==> src/rtl/uart_pkg.sv <==
// Shared types and constants for the buffered UART transmitter.
// Serializer state encoding and frame geometry live here.
package uart_pkg;

  typedef enum logic [1:0] {
    ST_IDLE,
    ST_START,
    ST_DATA,
    ST_STOP
  } uart_state_e;

  localparam int UART_DATA_BITS  = 8;
  localparam int UART_FRAME_BITS = 10;

endpackage

==> src/rtl/uart_tx_fifo.sv <==
// Small synchronous FIFO holding bytes waiting for the serializer.
// Read data is the entry at the read pointer; no write-to-read bypass.
module uart_tx_fifo #(
  parameter int AW = 2,
  parameter int W  = 8
) (
  input  logic          clk,
  input  logic          rst,
  input  logic          push,
  input  logic [W-1:0]  wdata,
  input  logic          pop,
  output logic [W-1:0]  rdata,
  output logic          full,
  output logic          empty,
  output logic [AW:0]   count
);

  localparam int DEPTH = 1 << AW;
  localparam logic [AW:0] FULL_CNT = (AW+1)'(DEPTH);

  logic [W-1:0]  mem [DEPTH];
  logic [AW-1:0] wr_ptr;
  logic [AW-1:0] rd_ptr;
  logic          do_push;
  logic          do_pop;

  assign full    = (count == FULL_CNT);
  assign empty   = (count == '0);
  assign do_push = push && !full;
  assign do_pop  = pop && !empty;
  assign rdata   = mem[rd_ptr];

  always_ff @(posedge clk) begin
    if (do_push) begin
      mem[wr_ptr] <= wdata;
    end
  end

  // Pointers are exactly AW bits wide so they wrap modulo depth.
  always_ff @(posedge clk) begin
    if (rst) begin
      wr_ptr <= '0;
      rd_ptr <= '0;
      count  <= '0;
    end else begin
      if (do_push) begin
        wr_ptr <= wr_ptr + 1'b1;
      end
      if (do_pop) begin
        rd_ptr <= rd_ptr + 1'b1;
      end
      unique case ({do_push, do_pop})
        2'b10:   count <= count + 1'b1;
        2'b01:   count <= count - 1'b1;
        default: count <= count;
      endcase
    end
  end

endmodule

==> src/rtl/uart_tx_buffered.sv <==
// Buffered 8N1 UART transmitter: valid/ready byte intake, FIFO,
// and a serializer that sends frames back to back with no idle gap.
module uart_tx_buffered #(
  parameter int DIVIDER = 4,
  parameter int FIFO_AW = 2
) (
  input  logic               CLK,
  input  logic               rst,
  input  logic [7:0]         in_data,
  input  logic               in_valid,
  output logic               in_ready,
  output logic               tx,
  output logic               busy,
  output logic [FIFO_AW:0]   fifo_count
);

  import uart_pkg::*;

  localparam int BW = (DIVIDER > 1) ? $clog2(DIVIDER) : 1;
  localparam logic [BW-1:0] BAUD_LAST = BW'(DIVIDER - 1);
  localparam logic [2:0] BIT_LAST = 3'(UART_DATA_BITS - 1);

  uart_state_e state;
  logic [BW-1:0] baud;
  logic [2:0]    bit_cnt;
  logic [7:0]    shreg;

  logic          push;
  logic          pop;
  logic          full;
  logic          empty;
  logic          tick;
  logic [7:0]    rd_data;

  assign in_ready = !full;
  assign push     = in_valid && !full;
  assign tick     = (baud == BAUD_LAST);

  // Pop from IDLE, or at the end of a stop bit to chain frames.
  assign pop = !empty &&
               ((state == ST_IDLE) ||
                (state == ST_STOP && tick));

  assign busy = (fifo_count != '0) ||
                (state != ST_IDLE);

  uart_tx_fifo #(
    .AW (FIFO_AW),
    .W  (8)
  ) u_fifo (
    .clk   (CLK),
    .rst   (rst),
    .push  (push),
    .wdata (in_data),
    .pop   (pop),
    .rdata (rd_data),
    .full  (full),
    .empty (empty),
    .count (fifo_count)
  );

  always_ff @(posedge CLK) begin
    if (rst) begin
      state   <= ST_IDLE;
      baud    <= '0;
      bit_cnt <= '0;
      shreg   <= '0;
      tx      <= 1'b1;
    end else begin
      unique case (state)
        ST_IDLE: begin
          baud <= '0;
          tx   <= 1'b1;
          if (!empty) begin
            shreg <= rd_data;
            tx    <= 1'b0;
            state <= ST_START;
          end
        end
        ST_START: begin
          if (tick) begin
            baud    <= '0;
            bit_cnt <= '0;
            tx      <= shreg[0];
            state   <= ST_DATA;
          end else begin
            baud <= baud + 1'b1;
          end
        end
        ST_DATA: begin
          if (tick) begin
            baud <= '0;
            if (bit_cnt == BIT_LAST) begin
              tx    <= 1'b1;
              state <= ST_STOP;
            end else begin
              bit_cnt <= bit_cnt + 3'd1;
              shreg   <= shreg >> 1;
              tx      <= shreg[1];
            end
          end else begin
            baud <= baud + 1'b1;
          end
        end
        ST_STOP: begin
          if (tick) begin
            baud <= '0;
            if (!empty) begin
              shreg <= rd_data;
              tx    <= 1'b0;
              state <= ST_START;
            end else begin
              state <= ST_IDLE;
            end
          end else begin
            baud <= baud + 1'b1;
          end
        end
        default: begin
          state <= ST_IDLE;
          tx    <= 1'b1;
        end
      endcase
    end
  end

endmodule

==> config.mk <==
export PLATFORM = sky130hd
export DESIGN_NAME = uart_tx_buffered
export DESIGN_NICKNAME = d
export VERILOG_FILES = /design/src/rtl/uart_pkg.sv /design/src/rtl/uart_tx_fifo.sv /design/src/rtl/uart_tx_buffered.sv
export SDC_FILE = /design/constraint.sdc
export NUM_CORES = 1
export LEC_CHECK = 0
export BUFFER_PORTS_ARGS = -buffer_cell sky130_fd_sc_hd__buf_4
export CORE_ASPECT_RATIO = 0.6
export CORE_MARGIN = 2
export CORE_UTILIZATION = 49
export CTS_CLUSTER_DIAMETER = 60
export DETAILED_ROUTE_END_ITERATION = 7
export GPL_ROUTABILITY_DRIVEN = 0
export PLACE_DENSITY = 0.67
export SYNTH_ARGS = -nofsm -noshare
export SYNTH_HDL_FRONTEND = slang
export SYNTH_SLANG_ARGS = --single-unit
==> constraint.sdc <==
create_clock -name CLK -period 2 [get_ports CLK]
set_input_delay 0 -clock CLK [delete_from_list [all_inputs] [get_ports CLK]]
set_output_delay 0 -clock CLK [all_outputs]
set_load 0.005 [all_outputs]
==> Word-level counts from Yosys, hierarchy flattened <==
Memories as Yosys holds them, arrays and structs flattened. A register that Yosys moved wholly into a read port is not among the register bits.
Cells that the tools add are included.
{ "totals": {"regBits": 23, "latchBits": 0, "mem_bits_rw": 32, "mem_bits_ro": 0, "inputBits": 11, "out_inout_bits": 6, "memories": 1} }
{ "mem_list": {"columns": ["memory", "depth", "word_bits", "read_ports", "rd_ports_with_merged_regs", "write_ports", "line", "source"], "rows": [
  ["u_fifo.mem", 4, 8, 1, 1, 1, "uart_tx_fifo.sv:21", "logic [W-1:0] mem [DEPTH];"]
]} }
{ "op_classes": {"add_sub_neg": 6, "n_mul": 0, "n_div": 0, "order_cmp": 0, "eq_ne": 15, "shifts": 0, "mux": 30, "bitwise_logic": 0, "reduce_logical": 21} }
{ "op_table": {"columns": ["op", "count"], "rows": [
  ["$mux W8", 4],
  ["$pmux W8 S3", 1],
  ["$mux W2", 8],
  ["$ne A2 B2 Y1 const B", 7],
  ["$pmux W3 S2", 2],
  ["$reduce_and A4 Y1", 3],
  ["$mux W1", 9],
  ["$mux W3", 3],
  ["$eq A2 B2 Y1 const B", 4],
  ["$pmux W2 S4", 1],
  ["$add A2 B1 Y2 const B", 3],
  ["$add A3 B1 Y3 const B", 2],
  ["$eq A3 B3 Y1 const B", 2],
  ["$reduce_bool A2 Y1", 3],
  ["$reduce_bool A3 Y1", 2],
  ["$logic_and A1 B1 Y1", 5],
  ["$reduce_and A5 Y1", 1],
  ["$eq A2 B1 Y1 const B", 2],
  ["$pmux W1 S4", 1],
  ["$pmux W2 S2", 1],
  ["$logic_not A3 Y1", 1],
  ["$reduce_or A3 Y1", 1],
  ["$sub A3 B1 Y3 const B", 1],
  ["$logic_not A1 Y1", 2],
  ["other kinds (2)", 3]
]} }

==> Longest topological paths before layout <==
{ "depth": {"depth_word": 7, "ltp_mapped": 10, "depth_no_buf": 10} }

==> By module <==
From an unflattened synthesis, not the netlist that was laid out.
{ "hier_totals": {"hier_cells": 205, "hier_area_um2": 2596.2} }
{ "modules_own_cells": {"columns": ["module", "instances", "cells_each", "area_each_um2", "seq_area_each_um2"], "rows": [
  ["uart_tx_fifo", 1, 96, 1630.3, 1141.1],
  ["uart_tx_buffered", 1, 109, 965.9, 320.3]
]} }

==> Least setup slack after synthesis <==
Ideal clock, no wire load.
{ "synth_path": {"path_kind": "register to register", "startpoint": "register u_fifo.count[2]", "endpoint": "register u_fifo.count[2]", "setup_time_ns": 0.071, "arrival_ns": 2.219, "path_slack_ns": -0.289, "path_stages_with_launch": 10, "path_buffers": 0, "synth_period_minus_slack_ns": 2.289, "cell_sequence": "dfxtp_1 > or3b_1 > and2_1 > inv_1 > ha_1 > inv_1 > fa_1 > xor2_1 > or3_1 > a21oi_1"} }
{ "synth_between": {"elab_chain_cells": 6, "word_cells_on_any_way": 14} }
{ "synth_lines": {"columns": ["item", "line", "source"], "rows": [
  ["start, declared", "uart_tx_fifo.sv:15", "output logic [AW:0] count"],
  ["start signal, assigned", "uart_tx_fifo.sv:53", "2'b10: count <= count + 1'b1;"],
  ["start signal, assigned", "uart_tx_fifo.sv:54", "2'b01: count <= count - 1'b1;"],
  ["start signal, assigned", "uart_tx_fifo.sv:55", "default: count <= count;"],
  ["$eq A3 B3 Y1 *", "uart_tx_fifo.sv:27", "assign full = (count == FULL_CNT);"],
  ["$logic_not A1 Y1 *", null, null],
  ["named net in_ready", "uart_tx_buffered.sv:11", "output logic in_ready,"],
  ["$logic_and A1 B1 Y1", "uart_tx_buffered.sv:36", "assign push = in_valid && !full;"],
  ["$logic_and A1 B1 Y1 *", "uart_tx_fifo.sv:29", "assign do_push = push && !full;"],
  ["$eq A2 B1 Y1 / $eq A2 B2 Y1 (equally long branches)", "uart_tx_fifo.sv:52", "unique case ({do_push, do_pop})"],
  ["$pmux W3 S2 / $reduce_bool A2 Y1 (equally long branches)", null, null]
]} }
The timed path passes the listed nets; every way through them passes the cells marked *.
A chain may end at the register's enable or synchronous reset.

==> Worst setup path in the final report <==
{ "layout_path": {"startpoint": "register u_fifo.count[1]", "endpoint": "register u_fifo.count[2]"} }
{ "layout_between": {"elab_chain_cells": 6, "word_cells_on_any_way": 14} }
{ "layout_lines": {"columns": ["item", "line"], "rows": [
  ["$eq A3 B3 Y1 / $logic_not A3 Y1 (equally long branches)", "uart_tx_fifo.sv:27, uart_tx_fifo.sv:28"],
  ["$logic_not A1 Y1 (on tied branches)", null],
  ["$logic_and A1 B1 Y1 (on tied branches)", "uart_tx_buffered.sv:36, uart_tx_buffered.sv:40"],
  ["$logic_and A1 B1 Y1 (on tied branches)", "uart_tx_fifo.sv:29, uart_tx_fifo.sv:30"],
  ["$eq A2 B1 Y1 / $eq A2 B2 Y1 (equally long branches)", "uart_tx_fifo.sv:52"],
  ["$pmux W3 S2 / $reduce_bool A2 Y1 (equally long branches)", null]
]} }
Several ways; a longest one is shown, not always the timed one.

==> out/metrics.cfg <==
[detailed_routing]
avgRoutedWirePerCell_um = 14.3
first_pass_iters = 4
wl_met1_um = 2430
drc_errors = 0
wl_met2_um = 1910
via_count = 1700
wl_um = 4600
dr_wl_met3_um = 196
antenna_left = 0
via_per_inst = 5.30
drt_iter0_markers = 90
routed.top_layer = met4

[sta]
tightest_slew_ps = 454
setup_viol = 1
finalHoldViolCount = 0
slew_headroom = 0.697
finalCriticalPeriod_ps = 2050
rsz0062_at_grt = true
clock_skew_ps = 4.51
worst_slack_ps = -51.6
maxSlewViolCount = 0
fin_setup_tns_ps = -51.6
finalCritPeriodShare = 1.03
max_freq_mhz = 487

[final_layout]
drive_gt1_frac = 0.290
stdcell_count = 321
post-route-util = 0.624
antenna_cells = 0
fin_nets = 276
area_growth_pct = 23.7

[run]
cap_viol_max_count = 0

[yosys]
ys_async_sr_fraction = 0
synth_common_cells = edfxtp_1 (32), dfxtp_1 (25), nor2_1 (20), mux2i_1 (15), ha_1 (14)
syn_avg_cell_area_um2 = 12.2
yosysMostFrequentCell = edfxtp_1
yosysTopAreaCellShare = 0.381
yosysTopAreaCell = edfxtp_1
synth_edf_count = 32
ys_types = 42
ys_warn_count = 0
synth-main-ff-cell = edfxtp_1
syn_area_um2 = 2520
synthCells = 207
yosys-top-cells-area = edfxtp_1 (38%), dfxtp_1 (20%), ha_1 (6.9%), mux2i_1 (5.9%), nor2_1 (3.0%)
synth-seq-cells = 57
synth_seq_area_share = 0.579
synth_nets = 233

[global_routing]
globalRouteOverflowTotal = 0
antenna_found_initial = 0
track_usage = 0.175
grt_first_pass_wirelength_um = 7490
grt_max_degree = 25
first_global_vias = 1552

[floorplanning]
dieWidth_um = 96.7
pin_count = 17
die_height_um = 59.6
coreArea_um2 = 5000
row_count = 20
initial_utilization = 0.505
dieArea_um2 = 5760

[worst_setup_path]
r2r-end = u_fifo.count[2]
crit_arrival_ps = 2310
cp-end-kind = flop
r2r-start = u_fifo.count[1]
worstPathRequired_ps = 2260
max_stage_delay_ps = 390
path_cells = or3b_4 > and2_4 > inv_4 > ha_4 > inv_2 > fa_2 > xor2_1 > or3_1 > a21oi_1
cp_slowest_cell = or3b_4
rr_worst_depth = 9
cp_num_buf_inv = 2
r2r_slack_ps = -50
critPathMaxFanout = 2
critPathKind = flop to flop
cp_top_family = simple AND/OR/NAND/NOR gates
startpoint_type = flop

[pwr]
p_per_area_nw_per_um2 = 1360
p_sw_mw = 1.41
clockPowerShare = 0.229
pwr-share-comb = 0.402
p_leak_nw = 1.16
p_sw_frac = 0.332
p_int_mw = 2.83
p_seq_frac = 0.368
ir_drop_mv = 0.699

[clock_network]
worstSkewPairLatency_ps = 330
numCtsBuffers = 9
cts-root-buf = clkbuf_8
ctsLongestPathBuffers = 2
clkTransAtPathRegs_ps = 60
htree_num_levels = 3
cts_tree = done
clkSinkCount = 57

[place]
dp_hpwl_um = 3130
placed_cells = 297
portBuffers = 16

[run_status]
violations = setup timing
outcome = finished with violations

[min_path]
holdPathEnd = bit_cnt[0]
hold_class = primary input to flop
min-delay-start = rst
holdPathStages = 2

-- routing by layer --
layer	vias up	global-route usage
li1	854	-
met1	810	0.244
met2	30	0.245
met3	6	0.0814
met4	0	0.0543
met5	-	0
-- layout by cell type (no fill, tap or decap), types with 2 or more instances in the layout --
cell	synthesis	final
buf_4	1	33
edfxtp_1	32	32
dfxtp_1	25	20
nor2_1	20	19
mux2i_1	15	15
clkbuf_8	0	12
nand2_1	10	10
ha_1	14	10
nor3_1	8	8
a211oi_1	8	8
dlygate4sd3_1	0	8
a21oi_1	6	6
inv_1	9	6
o21ai_0	6	6
o22ai_1	7	6
dfxtp_2	0	5
and3_1	4	4
a22oi_1	3	3
xnor2_1	3	3
ha_2	0	3
clkinv_2	0	3
inv_2	0	2
xor2_1	2	2
nand2b_1	3	2
or3_1	2	2
a221oi_1	2	2
-- flip-flops by register name (all words and copies together), names as in the netlist, named ones only --
name	cells
bit_cnt	3
u_fifo.mem	32
state	2
baud	2
u_fifo.rd_ptr	2
tx	1
shreg	8
u_fifo.count	3
u_fifo.wr_ptr	2
-- how the worst max path moves through the flow --
stage,from,endpoint,slack [ps],cells after the start
finish,u_fifo.count[1],u_fifo.count[2],-50,9
global route,state[1],u_fifo.count[2],-120,10
CTS,u_fifo.count[1],u_fifo.count[2],-50,9
detailed placement,u_fifo.count[1],u_fifo.count[2],-40,9
global placement,u_fifo.count[1],u_fifo.count[2],-20,9
floorplan,u_fifo.count[2],u_fifo.count[2],-70,9
-- cell type report --
cell class / instances / area (µm²)
Tap cell: 66 / 82.6
Clock inverter: 3 / 15.0
Timing Repair Buffer: 41 / 328
Sequential cell: 57 / 1470
Fill cell: 418 / 1880
Multi-Input combinational cell: 132 / 1030
Clock buffer: 13 / 169
Inverter: 9 / 36.3
-- power groups by stage --
stage	sequential (mW)	combinational [mW]	clock, mW
final	1.56	1.71	0.973
after global routing	1.58	1.90	1.05
after CTS	1.56	1.70	0.994
after detailed placement	1.58	1.67	0
after global placement	1.57	1.66	0
after floorplan	1.58	1.12	0
-- repair_timing --
item / CTS / global route
hold buffers: 8 / 0
cloned: 0 / 0
endpoints found under the setup margin: 1 / 8
endpoints found under the hold margin: 32 / 0
gates resized for setup: 2 / 8
pin swaps: 0 / 1
setup buffers: 0 / 0
-- kinds of logic after synthesis --
group | count (synthesis) | synth area share
simple gates | 57 | 0.115
flops | 57 | 0.579
compound gates | 39 | 0.112
buf+inv | 18 | 0.0302
mux | 16 | 0.0684
fa+ha+maj | 15 | 0.0773
xor+xnor | 5 | 0.0173
-- stage by stage --
step	setup WS [ps]	power [mW]	cell area (µm²)	hold slack, ps
floorplan	-72.6	2.70	2550	77.1
global placement	-16.8	3.23	2840	205
detailed placement	-36.2	3.25	2840	205
CTS	-47.5	4.25	3110	5.31
global route	-121	4.53	3120	1.20
finish	-51.6	4.24	3120	11.6
Power figures use the tool's default switching activity.
